**config.mk**
```make
export PLATFORM = sky130hd
export DESIGN_NAME = prog_loader
export DESIGN_NICKNAME = d
export VERILOG_FILES = /design/src/rtl/prog_loader_pkg.sv /design/src/rtl/prog_loader_uart_rx.sv /design/src/rtl/prog_loader.sv
export SDC_FILE = /design/constraint.sdc
export NUM_CORES = 1
export LEC_CHECK = 0
export ABC_AREA = 0
export CORE_UTILIZATION = 45
export CTS_BUF_LIST = sky130_fd_sc_hd__clkbuf_4
export DETAILED_ROUTE_END_ITERATION = 6
export GPL_TIMING_DRIVEN = 0
export PLACE_DENSITY = 0.69
export SLEW_MARGIN = 30
export SYNTH_ARGS = -nofsm -noshare
export SYNTH_HDL_FRONTEND = slang
export SYNTH_SLANG_ARGS = --single-unit
```
**constraint.sdc**
```tcl
create_clock -name fast_clk -period 5.39 [get_ports fast_clk]
set_clock_uncertainty 0.2 [all_clocks]
set_input_delay 1.078 -clock fast_clk [delete_from_list [all_inputs] [get_ports fast_clk]]
set_output_delay 1.078 -clock fast_clk [all_outputs]
set_load 0.1 [all_outputs]
```
**src/rtl/prog_loader_pkg.sv**
```systemverilog
// Shared definitions for the boot-time program loader.
package prog_loader_pkg;

  // Loader FSM encoding (3 bits, values fixed so traces stay readable)
  typedef enum logic [2:0] {
    LDR_IDLE   = 3'd0,
    LDR_LEN_LO = 3'd1,
    LDR_DATA   = 3'd2,
    LDR_WRITE  = 3'd3,
    LDR_CHECK  = 3'd4,
    LDR_DONE   = 3'd5,
    LDR_ERROR  = 3'd6
  } ldr_state_t;

  // Receiver FSM encoding
  typedef enum logic [1:0] {
    RX_IDLE  = 2'd0,
    RX_START = 2'd1,
    RX_DATA  = 2'd2,
    RX_STOP  = 2'd3
  } rx_state_t;

  // First word of the data region; also used by the control unit's inference read path
  localparam int unsigned DATA_REGION_BASE = 6300;

  // fast_clk cycles per UART bit, truncated
  function automatic int unsigned bit_cycles(input int unsigned clk_hz, input int unsigned baud);
    return clk_hz / baud;
  endfunction

endpackage

```
**src/rtl/prog_loader_uart_rx.sv**
```systemverilog
// 8N1 UART receiver: 2-FF synchroniser, mid-bit sampling, one-cycle byte/frame-error pulses.
module prog_loader_uart_rx
  import prog_loader_pkg::*;
#(
  parameter int unsigned BIT_CYCLES = 868
) (
  input  logic       fast_clk,
  input  logic       reset,
  input  logic       rx,
  output logic       byte_valid,
  output logic [7:0] byte_data,
  output logic       frame_err
);

  localparam int unsigned CNT_W = $clog2(BIT_CYCLES + 1);
  localparam logic [CNT_W-1:0] FULL_M1 = CNT_W'(BIT_CYCLES - 1);
  localparam logic [CNT_W-1:0] HALF_M1 = CNT_W'(BIT_CYCLES / 2 - 1);

  rx_state_t        st, st_d;
  logic             rx_meta, rx_sync, rx_prev;
  logic [CNT_W-1:0] cnt;
  logic [2:0]       bit_idx;
  logic [7:0]       shreg;

  // Bring the asynchronous line into the fast_clk domain and keep one sample of history
  always_ff @(posedge fast_clk or negedge reset) begin
    if (!reset) begin
      rx_meta <= 1'b1;
      rx_sync <= 1'b1;
      rx_prev <= 1'b1;
    end else begin
      rx_meta <= rx;
      rx_sync <= rx_meta;
      rx_prev <= rx_sync;
    end
  end

  // Receiver state register
  always_ff @(posedge fast_clk or negedge reset) begin
    if (!reset) st <= RX_IDLE;
    else        st <= st_d;
  end

  // Receiver next-state: start bit must still be low at half a bit time
  always_comb begin
    st_d = st;
    unique case (st)
      RX_IDLE:  if (rx_prev && !rx_sync) st_d = RX_START;
      RX_START: if (cnt == HALF_M1) st_d = rx_sync ? RX_IDLE : RX_DATA;
      RX_DATA:  if (cnt == FULL_M1 && bit_idx == 3'd7) st_d = RX_STOP;
      RX_STOP:  if (cnt == FULL_M1) st_d = RX_IDLE;
      default:  st_d = RX_IDLE;
    endcase
  end

  // Bit timing, shift register and delivery pulses
  always_ff @(posedge fast_clk or negedge reset) begin
    if (!reset) begin
      cnt        <= '0;
      bit_idx    <= '0;
      shreg      <= '0;
      byte_valid <= 1'b0;
      byte_data  <= '0;
      frame_err  <= 1'b0;
    end else begin
      byte_valid <= 1'b0;
      frame_err  <= 1'b0;
      unique case (st)
        RX_IDLE: begin
          cnt     <= '0;
          bit_idx <= '0;
        end
        RX_START: cnt <= (cnt == HALF_M1) ? '0 : cnt + 1'b1;
        RX_DATA: begin
          if (cnt == FULL_M1) begin
            cnt     <= '0;
            shreg   <= {rx_sync, shreg[7:1]};
            bit_idx <= bit_idx + 1'b1;
          end else begin
            cnt <= cnt + 1'b1;
          end
        end
        RX_STOP: begin
          if (cnt == FULL_M1) begin
            cnt <= '0;
            if (rx_sync) begin
              byte_valid <= 1'b1;
              byte_data  <= shreg;
            end else begin
              frame_err <= 1'b1;
            end
          end else begin
            cnt <= cnt + 1'b1;
          end
        end
        default: cnt <= '0;
      endcase
    end
  end

endmodule

```
**src/rtl/prog_loader.sv**
```systemverilog
// Boot loader: receives a length-prefixed, XOR-checked image over UART and writes it to memory.
module prog_loader
  import prog_loader_pkg::*;
#(
  parameter int unsigned CLK_HZ    = 100000000,
  parameter int unsigned BAUD      = 115200,
  parameter int unsigned ADDR_W    = 16,
  parameter int unsigned BASE_ADDR = 0,
  parameter int unsigned MAX_WORDS = 6300,
  parameter int unsigned WR_CYCLES = 4
) (
  input  logic              fast_clk,
  input  logic              reset,
  input  logic              uart_rx,
  output logic              mem_en,
  output logic              mem_wen,
  output logic [ADDR_W-1:0] mem_addr,
  output logic [31:0]       mem_din,
  output logic              top_en,
  output logic              loading,
  output logic              load_err,
  output logic [15:0]       words_loaded
);

  localparam int unsigned BIT_CYCLES = bit_cycles(CLK_HZ, BAUD);
  localparam int unsigned WC_W       = $clog2(WR_CYCLES + 1);

  ldr_state_t      state, state_d;
  logic            byte_valid, frame_err;
  logic [7:0]      byte_data;
  logic [15:0]     len;
  logic [7:0]      len_hi;
  logic [1:0]      byte_idx;
  logic [23:0]     asm_bytes;
  logic [7:0]      csum;
  logic            hold_valid;
  logic [7:0]      hold_data;
  logic [WC_W-1:0] wr_cnt;

  logic            in_valid, accept_state, consume, wr_last;
  logic [7:0]      in_data;
  logic [15:0]     n_len, words_next;
  logic            strobe_d, top_en_d, loading_d, load_err_d;

  prog_loader_uart_rx #(
    .BIT_CYCLES(BIT_CYCLES)
  ) u_uart_rx (
    .fast_clk  (fast_clk),
    .reset     (reset),
    .rx        (uart_rx),
    .byte_valid(byte_valid),
    .byte_data (byte_data),
    .frame_err (frame_err)
  );

  // A byte parked during WRITE takes priority over a fresh one
  assign in_valid     = hold_valid || byte_valid;
  assign in_data      = hold_valid ? hold_data : byte_data;
  assign accept_state = (state == LDR_IDLE) || (state == LDR_LEN_LO) ||
                        (state == LDR_DATA) || (state == LDR_CHECK);
  assign consume      = accept_state && in_valid;
  assign n_len        = {len_hi, in_data};
  assign wr_last      = (state == LDR_WRITE) && (wr_cnt == WC_W'(WR_CYCLES - 1));
  assign words_next   = words_loaded + 16'd1;

  // Loader state register
  always_ff @(posedge fast_clk or negedge reset) begin
    if (!reset) state <= LDR_IDLE;
    else        state <= state_d;
  end

  // Loader next-state; a framing error aborts any load still in progress
  always_comb begin
    state_d = state;
    unique case (state)
      LDR_IDLE:   if (in_valid) state_d = LDR_LEN_LO;
      LDR_LEN_LO: begin
        if (in_valid) begin
          if (n_len > 16'(MAX_WORDS)) state_d = LDR_ERROR;
          else if (n_len == 16'd0)    state_d = LDR_CHECK;
          else                        state_d = LDR_DATA;
        end
      end
      LDR_DATA:   if (in_valid && byte_idx == 2'd3) state_d = LDR_WRITE;
      LDR_WRITE: begin
        if (byte_valid && hold_valid) state_d = LDR_ERROR;
        else if (wr_last)             state_d = (words_next == len) ? LDR_CHECK : LDR_DATA;
      end
      LDR_CHECK:  if (in_valid) state_d = (in_data == csum) ? LDR_DONE : LDR_ERROR;
      default:    state_d = state;
    endcase
    if (frame_err && state != LDR_DONE && state != LDR_ERROR) state_d = LDR_ERROR;
  end

  // Output targets: strobe follows the next state so it spans exactly the WRITE cycles
  always_comb begin
    strobe_d   = (state_d == LDR_WRITE);
    top_en_d   = (state == LDR_DONE);
    loading_d  = (state != LDR_DONE) && (state != LDR_ERROR);
    load_err_d = (state == LDR_ERROR);
  end

  // Datapath and registered outputs
  always_ff @(posedge fast_clk or negedge reset) begin
    if (!reset) begin
      len          <= '0;
      len_hi       <= '0;
      byte_idx     <= '0;
      asm_bytes    <= '0;
      csum         <= '0;
      hold_valid   <= 1'b0;
      hold_data    <= '0;
      wr_cnt       <= '0;
      words_loaded <= '0;
      mem_addr     <= ADDR_W'(BASE_ADDR);
      mem_din      <= '0;
      mem_en       <= 1'b0;
      mem_wen      <= 1'b0;
      top_en       <= 1'b0;
      loading      <= 1'b1;
      load_err     <= 1'b0;
    end else begin
      mem_en   <= strobe_d;
      mem_wen  <= strobe_d;
      top_en   <= top_en_d;
      loading  <= loading_d;
      load_err <= load_err_d;

      if (state == LDR_WRITE && byte_valid && !hold_valid) begin
        hold_valid <= 1'b1;
        hold_data  <= byte_data;
      end else if (consume && hold_valid) begin
        hold_valid <= byte_valid;
        hold_data  <= byte_data;
      end

      if (consume && state != LDR_CHECK) csum <= csum ^ in_data;

      if (consume && state == LDR_IDLE) len_hi <= in_data;
      if (consume && state == LDR_LEN_LO) begin
        len      <= n_len;
        byte_idx <= '0;
      end

      // Only the first three bytes are kept; the fourth goes straight into mem_din
      if (consume && state == LDR_DATA) begin
        asm_bytes <= {asm_bytes[15:0], in_data};
        byte_idx  <= byte_idx + 2'd1;
      end

      if (state == LDR_DATA && state_d == LDR_WRITE) begin
        mem_din  <= {asm_bytes, in_data};
        mem_addr <= ADDR_W'(BASE_ADDR + 32'(words_loaded));
        wr_cnt   <= '0;
      end

      if (state == LDR_WRITE) begin
        wr_cnt <= wr_cnt + 1'b1;
        if (wr_last) words_loaded <= words_next;
      end
    end
  end

endmodule
```
Word level (Yosys, flattened, before mapping)
Cells that the tools add are included. Widths: inputs -> output; s select.

Logic and storage cells: 132. Input bits: 3. Register bits: 177.

Eq/ne operators: 25. Reduce and logical (&&, ||, !) cells: 36. Mux-type cells: 38. Magnitude comparators: 1. $add $sub $neg: 5. Bitwise gates (word level): 1.

Operators by type and width (count): $mux 3 (13); $pmux 10 s3 (1); $mux 8 (3); $mux 10 (2); $logic_and 1x1->1 (17); $add 16x1->16 const B (1); $eq 16x16->1 (1); $gt 16x13->1 const B (1); $logic_not 16->1 (1); $mux 2 (8); $pmux 3 s5 (1); $eq 3x2->1 const B (4); $eq 3x3->1 const B (4); $add 10x1->10 const B (1); $eq 10x10->1 const B (1); $eq 10x9->1 const B (1); $ne 2x1->1 const B (5); $ne 3x3->1 const B (3); $eq 8x8->1 (1); $mux 1 (8); $pmux 2 s4 (1); $reduce_bool 2->1 (4); $xor 8x8->8 (1); $add 3x1->3 const B (2); other kinds (13) (21).

Logic depth before layout (Yosys ltp)
Gate-level depths: netlist of run 1.

Word-level depth: 11. Gate-level depth with buffers: 11.

Hierarchy
A second synthesis of run 1 with hierarchy kept.

Cells, all modules: 674. Area, all modules: 8102.8 µm².

By module, submodules not included: prog_loader (area each 6497.5 µm², sequential area each 3529.6 µm², cells each 544, instances 1); prog_loader_uart_rx (area each 1605.3 µm², sequential area each 904.6 µm², cells each 130, instances 1).

Worst setup path after synthesis of run 1
No wires, ideal clock.

Path type: flip-flop to flip-flop. From: register words_loaded[0]. To: register state[1]. Library setup time: 0.119 ns. Slack: 2.219 ns. Cell stages (with the launch flop): 9. Buffers on the path: 0. Period minus slack after synthesis: 3.171 ns. Arrival time: 2.852 ns. Data required time: 5.071 ns. Path through: dfrtp_1 ha_1 nand3_1 nor2_1 a21oi_1 a311o_1 a221oi_1 nand4_1 a21bo_1.

Longest elaborated chain between the ends: 7.

Ends and longest elaborated chain: start: declaration (RTL line prog_loader.sv:22) `output logic [15:0] words_loaded`; start signal: assignment (RTL line prog_loader.sv:159) `if (wr_last) words_loaded <= words_next;`; $add 16x1->16 (RTL line prog_loader.sv:64) `assign words_next = words_loaded + 16'd1;`; $eq 16x16->1 (RTL line prog_loader.sv:87) `else if (wr_last) state_d = (words_next == len) ? LDR_CHECK : LDR_DATA;`; $mux 3 (2 in series) (RTL line prog_loader.sv:87); $mux 3 (RTL line prog_loader.sv:86) `if (byte_valid && hold_valid) state_d = LDR_ERROR;`; $pmux 3 s5 (RTL line prog_loader.sv:75) `unique case (state)`; $mux 3 (RTL line prog_loader.sv:92) `if (frame_err && state != LDR_DONE && state != LDR_ERROR) state_d = LDR_ERROR;`; net state_d[1] (RTL line prog_loader.sv:28) `ldr_state_t state, state_d;`; end signal: assignment (RTL line prog_loader.sv:69) `else state <= state_d;`; end: declaration (RTL line prog_loader.sv:28).

The timed path passes the listed nets, and every way through them passes these cells. A chain may end at the register's enable or synchronous reset.

Worst setup path in the final report of run 1
From: register words_loaded[15]. To: output port words_loaded[15].

No word-level cell between the ends.

==> qor.txt, run 1 <==
Outcome - completed
Clk sinks - 177
Critical register-to-register path startpoint - hold_valid$_DFFE_PN0P_
Reg-to-reg endpoint - mem_din[8]$_DFFE_PN0P_
Async set-or-reset flop fraction in the synthesized netlist - 100%
Warning count from the yosys run - 0
Total wirelength of the detailed-routed design - 15900 µm
Insertion delay to the later sink of the worst-skew pair - 560 ps
Hold Path Stages - 0
Crit-path leading delay family - buffers and inverters
P_leak - 0.00417 µW
Count of max-cap constraint violations - 0
Internal power contribution - 1610 µW
Core box area - 0.0174 mm²
CTS root buf - sky130_fd_sc_hd__clkbuf_4
Non-Filler Cell Area, Final - 0.00939 mm²
Leftover overflow at the end of global routing - 0
Clk buf depth - 2
CTS hold repair buffers - 0
Die Width - 136 µm
Syn Area/Cell - 12.2 µm²
Total die area - 0.0185 mm²
Maximum fanout along the worst path - 5
Fraction of power spent switching nets - 24.8%
CTS buffer count - 17
P_sw - 532 µW
Longest individual stage delay on the worst path - 1200 ps
Number of global-route vias before repair - 5274
Crit path required time - 4110 ps
Post CTS Setup Buffer Count - 0
Share of power burned in registers - 63.2%
HP Start - u_uart_rx.rx_meta$_DFF_PN1_
Portion of total power attributed to the clock network - 32.9%
Combinational fraction of design power - 3.9%
Final slew viol count - 0
Sequential area share after synthesis - 54.8%
Slew headroom - 31.8%
Clock tree from TritonCTS - done
IO buf count - 71
Overall Global Routing Usage - 18.2%
Kind of end point of the critical path - output pin
Area growth from synthesis to layout - 16.0%
Number of antenna diodes - 0
Count of mapped cells out of synthesis - 663
Cell taking the most area after synthesis - sky130_fd_sc_hd__dfrtp_1
TritonRoute pass-1 iters - 5
Kind of path behind the tightest hold check - flip-flop to flip-flop
Maximum number of pins on one net before global-route repair - 91
# H-tree levels - 4
Syn_nets - 674
Slowest CP cell - sky130_fd_sc_hd__clkdlybuf4s50_1
Leading post-synthesis cells by cell area - sky130_fd_sc_hd__dfrtp_1 (53%), sky130_fd_sc_hd__mux2_4 (7.6%), sky130_fd_sc_hd__mux2_2 (6.4%)
Count of flip-flops with a built-in enable after synthesis - 0
Final setup viols - 0
Summed instance area of the synthesized netlist - 0.00809 mm²
DRC Markers - 0
Detail Route Antenna Nets - 0
Wire per inst - 16.0 µm
Count of final hold-check violations - 0
Actual transition at the worst max-transition pin - 1020 ps
Clock transition at path regs - 140 ps
Vertical die dimension - 136 µm
Most common cell in the netlist - sky130_fd_sc_hd__dfrtp_1
Peak supply drop - 0.000143 V
Post-layout nets - 765
Effective utilization at floorplan - 46.5%
Number of DRC markers after the initial detailed-route iteration - 355
Number of cells upsized or downsized after cts - 0
Vias per Instance - 5.37
Number of buffers and inverters on the critical path - 1
Number of synthesized register bits - 177
Depth of the worst register-to-register path - 9
Type of the worst setup path - flip-flop to output pin
Area fraction of the dominant cell type after synthesis - 53.5%
Pwr Total - 2140 µW
RSZ-0062 raised after global routing - no
Synth top cells by count - sky130_fd_sc_hd__dfrtp_1 (173), sky130_fd_sc_hd__nor2_1 (53), sky130_fd_sc_hd__xnor2_1 (47)
Final period utilization - 66.4%
Ratio of total power to cell area - 228 mW/mm²
Top achievable clock speed - 0.280 GHz
Final standard cell utilization of the core - 53.9%
DPL Wire Length - 11400 µm
Antenna violations before repair - 0
Global-route wire length before repair - 26200 µm
Most common flop cell mapped by yosys - sky130_fd_sc_hd__dfrtp_1
Period minus WS final - 3580 ps
Ports - 72
Critical Path Source Type - flip-flop
Total via count after detailed routing - 5326
Worst R2R Setup Slack - 2280 ps
Cells along the critical path - clkdlybuf4s50_1
Unique cell type count in the Yosys netlist - 60
Instance area after placement - 0.00912 mm²
Arrival time at the worst endpoint - 2300 ps
Number of cell rows - 48
Fillers - 1485
Weighted congestion at the end of routability-driven global placement - 0.866
Share of layout cells above drive strength 1 - 19.4%
Endpoint of the worst hold-timing path - u_uart_rx.rx_sync$_DFF_PN1_
[placed cells by master (no fill, tap or decap), types with 6 or more instances in the layout]
cell	instances
sky130_fd_sc_hd__nand2_1	45
sky130_fd_sc_hd__nor3_1	17
sky130_fd_sc_hd__dfrtp_1	173
sky130_fd_sc_hd__mux2i_1	13
sky130_fd_sc_hd__nor2_1	53
sky130_fd_sc_hd__nand2b_1	9
sky130_fd_sc_hd__nor3b_1	6
sky130_fd_sc_hd__mux2i_2	6
sky130_fd_sc_hd__o21ai_0	19
sky130_fd_sc_hd__mux2_2	46
sky130_fd_sc_hd__mux2_4	41
sky130_fd_sc_hd__clkbuf_1	18
sky130_fd_sc_hd__clkdlybuf4s50_1	70
sky130_fd_sc_hd__inv_1	13
sky130_fd_sc_hd__buf_6	6
sky130_fd_sc_hd__nand3_1	19
sky130_fd_sc_hd__xnor2_1	47
sky130_fd_sc_hd__a21oi_1	28
sky130_fd_sc_hd__clkbuf_4	19
sky130_fd_sc_hd__ha_1	8
sky130_fd_sc_hd__xor2_1	15
[power by group through the flow]
| stage | Clock (µW) | Combinational, µW | Sequential (µW) |
|---|---|---|---|
| 5_1_grt | 786 | 100 | 1360 |
| 3_5_place_dp | 0 | 87.1 | 1380 |
| 6_report | 706 | 83.7 | 1350 |
| 2_1_floorplan | 0 | 44.1 | 1380 |
| 3_3_place_gp | 0 | 79.2 | 1380 |
| 4_1_cts | 737 | 87.1 | 1350 |
[layer usage]
metal	up-vias	GRT usage, %	share of wire, %
met2	136	30.7	50
met3	22	3.95	3.9
met4	0	5.99	1.7
met5	-	0	0
li1	2490	-	-
met1	2678	23.1	44
[cells by family after synthesis]
group / Yosys count / synth area share, %
multiplexers: 109 / 17.1
flip-flops: 177 / 54.8
adder cells (fa/ha/maj): 9 / 1.36
buffers and inverters: 43 / 2.66
AND/OR/NAND/NOR: 187 / 11.6
XOR/XNOR: 62 / 6.71
AO/OA/AOI/OAI: 76 / 5.84
[how the worst max path moves through the flow]
| stage | start | to | slack, ps | cells after the start |
|---|---|---|---|---|
| 6_report | words_loaded[15]$_DFFE_PN0P_ | words_loaded[15] | 1810 | 1 |
| 5_1_grt | words_loaded[0]$_DFFE_PN0P_ | words_loaded[0] | 1710 | 1 |
| 4_1_cts | words_loaded[15]$_DFFE_PN0P_ | words_loaded[15] | 1750 | 1 |
| 3_5_place_dp | hold_valid$_DFFE_PN0P_ | mem_din[10]$_DFFE_PN0P_ | 2280 | 9 |
| 3_3_place_gp | reset | u_uart_rx.shreg[3]$_DFFE_PN0P_ | -3900 | 1 |
| 2_1_floorplan | words_loaded[0]$_DFFE_PN0P_ | state[1]$_DFF_PN0_ | 2220 | 8 |
[metrics by stage]
stage / setup slack [ps] / cells / TNS [ps] / hold WS (ps)
5_1_grt: 1710 / 992 / 0 / 178
4_1_cts: 1750 / 992 / 0 / 167
3_5_place_dp: 2280 / 960 / 0 / 147
3_3_place_gp: -3900 / 959 / -679140 / 147
2_1_floorplan: 2220 / 663 / 0 / 145
6_report: 1810 / 992 / 0 / 166
[registers in the layout (all words and copies together), names as in the netlist, 10 cells and up, named ones only]
signal,flops
mem_din,32
u_uart_rx.cnt,10
words_loaded,16
len,16
asm_bytes,24
mem_addr,16
[cell type report]
type / count / area, µm² / area share, %
tap: 225 / 282 / 3.00
clock buffer: 19 / 143 / 1.52
buffer: 30 / 166 / 1.77
inverter: 13 / 48.8 / 0.520
multi-input combinational: 443 / 3440 / 36.7
sequential: 177 / 4430 / 47.2
clock inverter: 13 / 128 / 1.36
timing repair buffer: 72 / 743 / 7.92
No activity file was read; power rests on OpenSTA's default activity.
==> run 2, diff against run 1 <==
PLACE_DENSITY = 0.71   (was 0.69)
clock period = 2.95 ns   (was 5.39 ns; I/O delays follow)
==> qor.txt, run 2 (same netlist as run 1, synthesis figures left out) <==
Outcome - completed
Number of global-route vias before repair - 5330 (+1.1%)
Slew headroom - 33.6% (+1.8 points)
Count of final hold-check violations - 0 (unchanged)
P_leak - 0.00487 µW (+17%)
Clock tree from TritonCTS - done
CTS root buf - sky130_fd_sc_hd__clkbuf_4
Top Registers - mem_din x32, asm_bytes x24
Ports - 72 (unchanged)
Peak supply drop - 0.000267 V (+87%)
Vias per Instance - 5.29 (-1.5%)
Pwr Total - 4000 µW (+87%)
Total die area - 0.0185 mm² (unchanged)
Fraction of power spent switching nets - 24.5% (-0.32 points)
Final period utilization - 97.8%
Clk sinks - 177 (unchanged)
# H-tree levels - 4 (unchanged)
Wire per inst - 16.5 µm (+3.4%)
Period minus WS final - 2890 ps
Hold Path Stages - 0 (unchanged)
Kind of path behind the tightest hold check - flip-flop to flip-flop
Setup_tns - 0 ps (unchanged)
Top achievable clock speed - 0.347 GHz
Non-Filler Cell Area, Final - 0.00978 mm² (+4.2%)
Final setup viols - 0 (unchanged)
Kind of end point of the critical path - output pin
P_sw - 981 µW (+84%)
Final standard cell utilization of the core - 56.1% (+2.2 points)
Weighted congestion at the end of routability-driven global placement - 0.831 (-4.1%)
Post-layout nets - 779 (+1.8%)
Endpoint of the worst hold-timing path - u_uart_rx.rx_sync$_DFF_PN1_
Vertical die dimension - 136 µm (unchanged)
Number of cell rows - 48 (unchanged)
Fillers - 1437 (-3.2%)
Reg-to-reg endpoint - mem_din[8]$_DFFE_PN0P_
HP Start - u_uart_rx.rx_meta$_DFF_PN1_
Detail Route Antenna Nets - 0 (unchanged)
DPL Wire Length - 11300 µm (-0.43%)
Effective utilization at floorplan - 46.5% (unchanged)
Overall Global Routing Usage - 18.7% (+0.51 points)
Instance area after placement - 0.00913 mm² (+0.11%)
Combinational fraction of design power - 3.9% (about the same)
Most frequent cells in the layout - sky130_fd_sc_hd__dfrtp_1 (165), sky130_fd_sc_hd__nor2_1 (52), sky130_fd_sc_hd__xnor2_1 (47)
Clk buf depth - 2 (unchanged)
Cells along the critical path - clkdlybuf4s50_1
Internal power contribution - 3020 µW (+87%)
Depth of the worst register-to-register path - 11 (+2)
Number of buffers and inverters on the critical path - 1 (unchanged)
Number of DRC markers after the initial detailed-route iteration - 440 (+24%)
Leftover overflow at the end of global routing - 0 (unchanged)
Maximum number of pins on one net before global-route repair - 92 (+1.1%)
Insertion delay to the later sink of the worst-skew pair - 560 ps (about the same)
Actual transition at the worst max-transition pin - 994 ps (-25.1 ps)
Slowest CP cell - sky130_fd_sc_hd__clkdlybuf4s50_1
Critical register-to-register path startpoint - hold_valid$_DFFE_PN0P_
Total wirelength of the detailed-routed design - 16600 µm (+5.0%)
Maximum fanout along the worst path - 2 (-3)
Longest individual stage delay on the worst path - 1140 ps (-60 ps)
Type of the worst setup path - flip-flop to output pin
Die Width - 136 µm (unchanged)
Max FFs per register - 32 (unchanged)
Ratio of total power to cell area - 409 mW/mm² (+79%)
Clock transition at path regs - 150 ps (about the same)
Crit path required time - 2160 ps (-1950 ps)
IO buf count - 71 (unchanged)
Core box area - 0.0174 mm² (unchanged)
Global-route wire length before repair - 26900 µm (+2.6%)
DRC Markers - 0 (unchanged)
Total via count after detailed routing - 5326 (unchanged)
Share of power burned in registers - 61.9% (-1.3 points)
Worst R2R Setup Slack - 100 ps (-2180 ps)
Count of max-cap constraint violations - 0 (unchanged)
Worst hold slack across all endpoints - 167 ps (+0.552 ps)
Antenna violations before repair - 1 (+1)
TritonRoute pass-1 iters - 6 (+1)
CTS buffer count - 17 (unchanged)
Final slew viol count - 0 (unchanged)
Largest Register - mem_din
Portion of total power attributed to the clock network - 34.2% (+1.3 points)
Most common library cell in the layout ignoring fill and taps - sky130_fd_sc_hd__dfrtp_1
Critical Path Source Type - flip-flop
Arrival time at the worst endpoint - 2100 ps (-200 ps)
Share of layout cells above drive strength 1 - 23.2% (+3.7 points)
RSZ-0062 raised after global routing - no
Crit-path leading delay family - buffers and inverters
Area growth from synthesis to layout - 20.8%
## run 2: power by group through the flow
stage | combinational, µW | clock [µW] | sequential (µW)
2_1_floorplan | 80.6 | 0 | 2520
3_3_place_gp | 144 | 0 | 2520
3_5_place_dp | 162 | 0 | 2520
4_1_cts | 165 | 1410 | 2480
5_1_grt | 181 | 1500 | 2480
6_report | 157 | 1370 | 2480
## run 2: stage by stage
step	cells	setup WS [ps]
after floorplan	663	35.0
after global placement	959	-6390
after detailed placement	960	-127
after CTS	999	0.594
after global routing	1007	0.0180
final	1007	64.9
## run 2: what timing repair did
item / 4_1_cts / 5_1_grt
endpoints found under the setup margin: 60 / 71
setup buffers: 5 / 9
pin swaps: 1 / 3
cloned: 1 / 0
gates resized for setup: 31 / 47
hold endpoints to repair: 82 / 0
hold buffers: 1 / 0
## run 2: layout make-up
| cell class | count | area [µm²] | area share (%) |
|---|---|---|---|
| antenna | 1 | 2.50 | 0.0256 |
| buffer | 28 | 191 | 1.96 |
| clock buffer | 19 | 143 | 1.46 |
| clock inverter | 13 | 134 | 1.37 |
| inverter | 13 | 48.8 | 0.499 |
| multi-input combinational | 443 | 3580 | 36.6 |
| sequential | 177 | 4440 | 45.5 |
| tap | 225 | 282 | 2.88 |
| timing repair buffer | 88 | 952 | 9.74 |
## run 2: how the worst max path moves through the flow
stage / cells past startpoint / endpoint / from
after floorplan: 8 / state[1]$_DFF_PN0_ / words_loaded[8]$_DFFE_PN0P_
after global placement: 1 / words_loaded[1]$_DFFE_PN0P_ / reset
after detailed placement: 9 / mem_din[10]$_DFFE_PN0P_ / hold_valid$_DFFE_PN0P_
after global routing: 1 / mem_addr[10] / mem_addr[10]$_DFFE_PN0P_
final: 1 / mem_din[11] / mem_din[11]$_DFFE_PN0P_
after CTS: 1 / mem_din[14] / mem_din[14]$_DFFE_PN0P_
## run 2: layer usage
| layer | global-route usage (%) | vias to the layer above | wire [µm] |
|---|---|---|---|
| met4 | 6.42 | 0 | 214 |
| met3 | 3.84 | 14 | 607 |
| met5 | 0 | - | 0 |
| li1 | - | 2518 | - |
| met2 | 30.5 | 103 | 8250 |
| met1 | 24.8 | 2691 | 7560 |
==> run 3, diff against run 2 <==
CORE_ASPECT_RATIO = 0.75   (was unset)
==> qor.txt, run 3 (same netlist as run 1, synthesis figures left out) <==
Critical Path Source Type - flip-flop
Number of cell rows - 42 (-13%)
Kind of path behind the tightest hold check - flip-flop to flip-flop
Area growth from synthesis to layout - 21.3%
Post-layout nets - 780 (+0.13%)
Largest Register - mem_din
Post-route insts no fill - 1025 (+1.8%)
Number of cells after detailed placement - 977 (+1.8%)
Core box area - 0.0176 mm² (+1.1%)
Kind of end point of the critical path - flip-flop
Routed met2 length - 7820 µm (-5.3%)
Ports - 72 (unchanged)
Post-layout worst setup margin - 84.9 ps (+20.0 ps)
P_leak - 0.00504 µW (+3.7%)
Most frequent cells in the layout - sky130_fd_sc_hd__dfrtp_1 (164), sky130_fd_sc_hd__nor2_1 (52), sky130_fd_sc_hd__xnor2_1 (47)
Final period utilization - 97.1% (-0.68 points)
Wire per inst - 16.3 µm (-1.1%)
Most common library cell in the layout ignoring fill and taps - sky130_fd_sc_hd__dfrtp_1
Total routed wire length on the met1 layer - 7900 µm (+4.4%)
Clk buf depth - 2 (unchanged)
Detailed-routed wire length on met3 - 757 µm (+25%)
Maximum number of pins on one net before global-route repair - 90 (-2.2%)
Total die area - 0.0185 mm² (about the same)
Total via count after detailed routing - 5375 (+0.92%)
Number of DRC markers after the initial detailed-route iteration - 305 (-31%)
Antenna violations before repair - 1 (unchanged)
Crit path required time - 3210 ps (+1050 ps)
Global-route wire length before repair - 28200 µm (+5.0%)
Die Width - 157 µm (+15%)
Peak supply drop - 0.000303 V (+13%)
Clock tree from TritonCTS - done
CTS buffer count - 17 (unchanged)
Actual transition at the worst max-transition pin - 1000 ps (+7.24 ps)
Period minus WS final - 2870 ps (-20.0 ps)
Ratio of total power to cell area - 425 mW/mm² (+3.9%)
DRC Markers - 0 (unchanged)
IO buf count - 71 (unchanged)
Pre-CTS WS - -82.7 ps (+44.6 ps)
Top Registers - mem_din x32, asm_bytes x24
Leftover overflow at the end of global routing - 0 (unchanged)
CTS root buf - sky130_fd_sc_hd__clkbuf_4
Top achievable clock speed - 0.349 GHz (+0.70%)
Count of max-cap constraint violations - 0 (unchanged)
Total wirelength of the detailed-routed design - 16700 µm (+0.65%)
Detail Route Antenna Nets - 0 (unchanged)
Vertical die dimension - 118 µm (-13%)
Type of the worst setup path - flip-flop to flip-flop
Worst R2R Setup Slack - 80 ps (-20 ps)
Vias per Instance - 5.24 (-0.85%)
Final setup viols - 0 (unchanged)
Final slew viol count - 0 (unchanged)
Insertion delay to the later sink of the worst-skew pair - 590 ps (+30 ps)
Weighted congestion at the end of routability-driven global placement - 0.877 (+5.6%)
Maximum fanout along the worst path - 6 (+4)
Overall Global Routing Usage - 19.7% (+1.0 points)
Final standard cell utilization of the core - 55.8% (-0.36 points)
Outcome - completed
Arrival time at the worst endpoint - 3120 ps (+1020 ps)
# H-tree levels - 4 (unchanged)
Clock transition at path regs - 140 ps (about the same)
Max FFs per register - 32 (unchanged)
Count of final hold-check violations - 0 (unchanged)
Max layer used - met4
Number of global-route vias before repair - 5444 (+2.1%)
Share of layout cells above drive strength 1 - 23.7% (+0.48 points)
Effective utilization at floorplan - 46.0% (-0.50 points)
Slew headroom - 33.5% (-0.11 points)
TritonRoute pass-1 iters - 4 (-2)
Clk sinks - 177 (unchanged)
Fillers - 1467 (+2.1%)
DPL Wire Length - 11800 µm (+3.6%)
run 3: changes by cell type in the layout (fill, tap and decap cells not counted), sizes merged, moves of 2 or more:
cell / change
dlygate4sd2: +21
dlymetal6s2s: +4
buf: +2
bufinv: +2
clkinvlp: +2
clkbuf: -2
clkdlybuf4s50: -25
run 3: critical path: stages, from the launching register on:
cell and delay, ps:
sky130_fd_sc_hd__dfrtp_1 410, sky130_fd_sc_hd__ha_2 200, sky130_fd_sc_hd__ha_4 180, sky130_fd_sc_hd__a211oi_2 210
sky130_fd_sc_hd__nor3_1 80, sky130_fd_sc_hd__a211o_1 280, sky130_fd_sc_hd__or3_4 400, sky130_fd_sc_hd__nor2_4 230
sky130_fd_sc_hd__buf_6 150, sky130_fd_sc_hd__buf_12 120, sky130_fd_sc_hd__mux2_4 290
run 3: worst paths after layout:
path,start,end,cells past startpoint
max,wr_cnt[0]$_DFFE_PN0P_,mem_din[31]$_DFFE_PN0P_,10
min,u_uart_rx.rx_meta$_DFF_PN1_,u_uart_rx.rx_sync$_DFF_PN1_,0
max reg2reg,wr_cnt[0]$_DFFE_PN0P_,mem_din[31]$_DFFE_PN0P_,10
min reg2reg,u_uart_rx.rx_meta$_DFF_PN1_,u_uart_rx.rx_sync$_DFF_PN1_,0
max in group asynchronous,reset,u_uart_rx.rx_sync$_DFF_PN1_,3
min in group asynchronous,reset,mem_addr[8]$_DFFE_PN0P_,2
run 3: per-layer routing:
layer | up-vias | track usage, %
met5 | - | 0
met3 | 25 | 5.13
li1 | 2523 | -
met4 | 0 | 6.56
met1 | 2716 | 27.2
met2 | 111 | 30.3
run 3: where the power goes:
group | total, µW | internal (µW) | switching [µW]
logic | 154 | 42.1 | 112
clock network | 1550 | 684 | 862
registers | 2470 | 2450 | 21.7
run 3: metrics by stage:
| stage | cell area (µm²) | hold slack, ps | total power [µW] | setup TNS [ps] |
|---|---|---|---|---|
| after CTS | 9610 | 147 | 4230 | 0 |
| after floorplan | 8100 | 94.4 | 2600 | 0 |
| after global routing | 9820 | 147 | 4360 | -10.4 |
| after global placement | 9120 | 146 | 2670 | -1021500 |
| after detailed placement | 9150 | 149 | 2680 | -2980 |
| final | 9820 | 178 | 4170 | 0 |
run 3: final cells by class:
| type | instances | area, µm² | area share (%) |
|---|---|---|---|
| inverters | 13 | 48.8 | 0.497 |
| plain buffers | 28 | 181 | 1.85 |
| repair buffers | 89 | 933 | 9.51 |
| multi-input cells | 443 | 3570 | 36.3 |
| clock buffers | 17 | 128 | 1.30 |
| flip-flops and latches | 177 | 4450 | 45.3 |
| diodes | 1 | 2.50 | 0.0255 |
| well taps | 242 | 303 | 3.08 |
| clock inverters | 15 | 210 | 2.14 |
run 3: what timing repair did:
action	CTS	global route
cloned	1	0
hold buffers	1	0
setup buffers	4	11
endpoints found under the hold margin	88	0
resized for setup	53	48
setup endpoints to repair	78	87
pin swaps	1	5
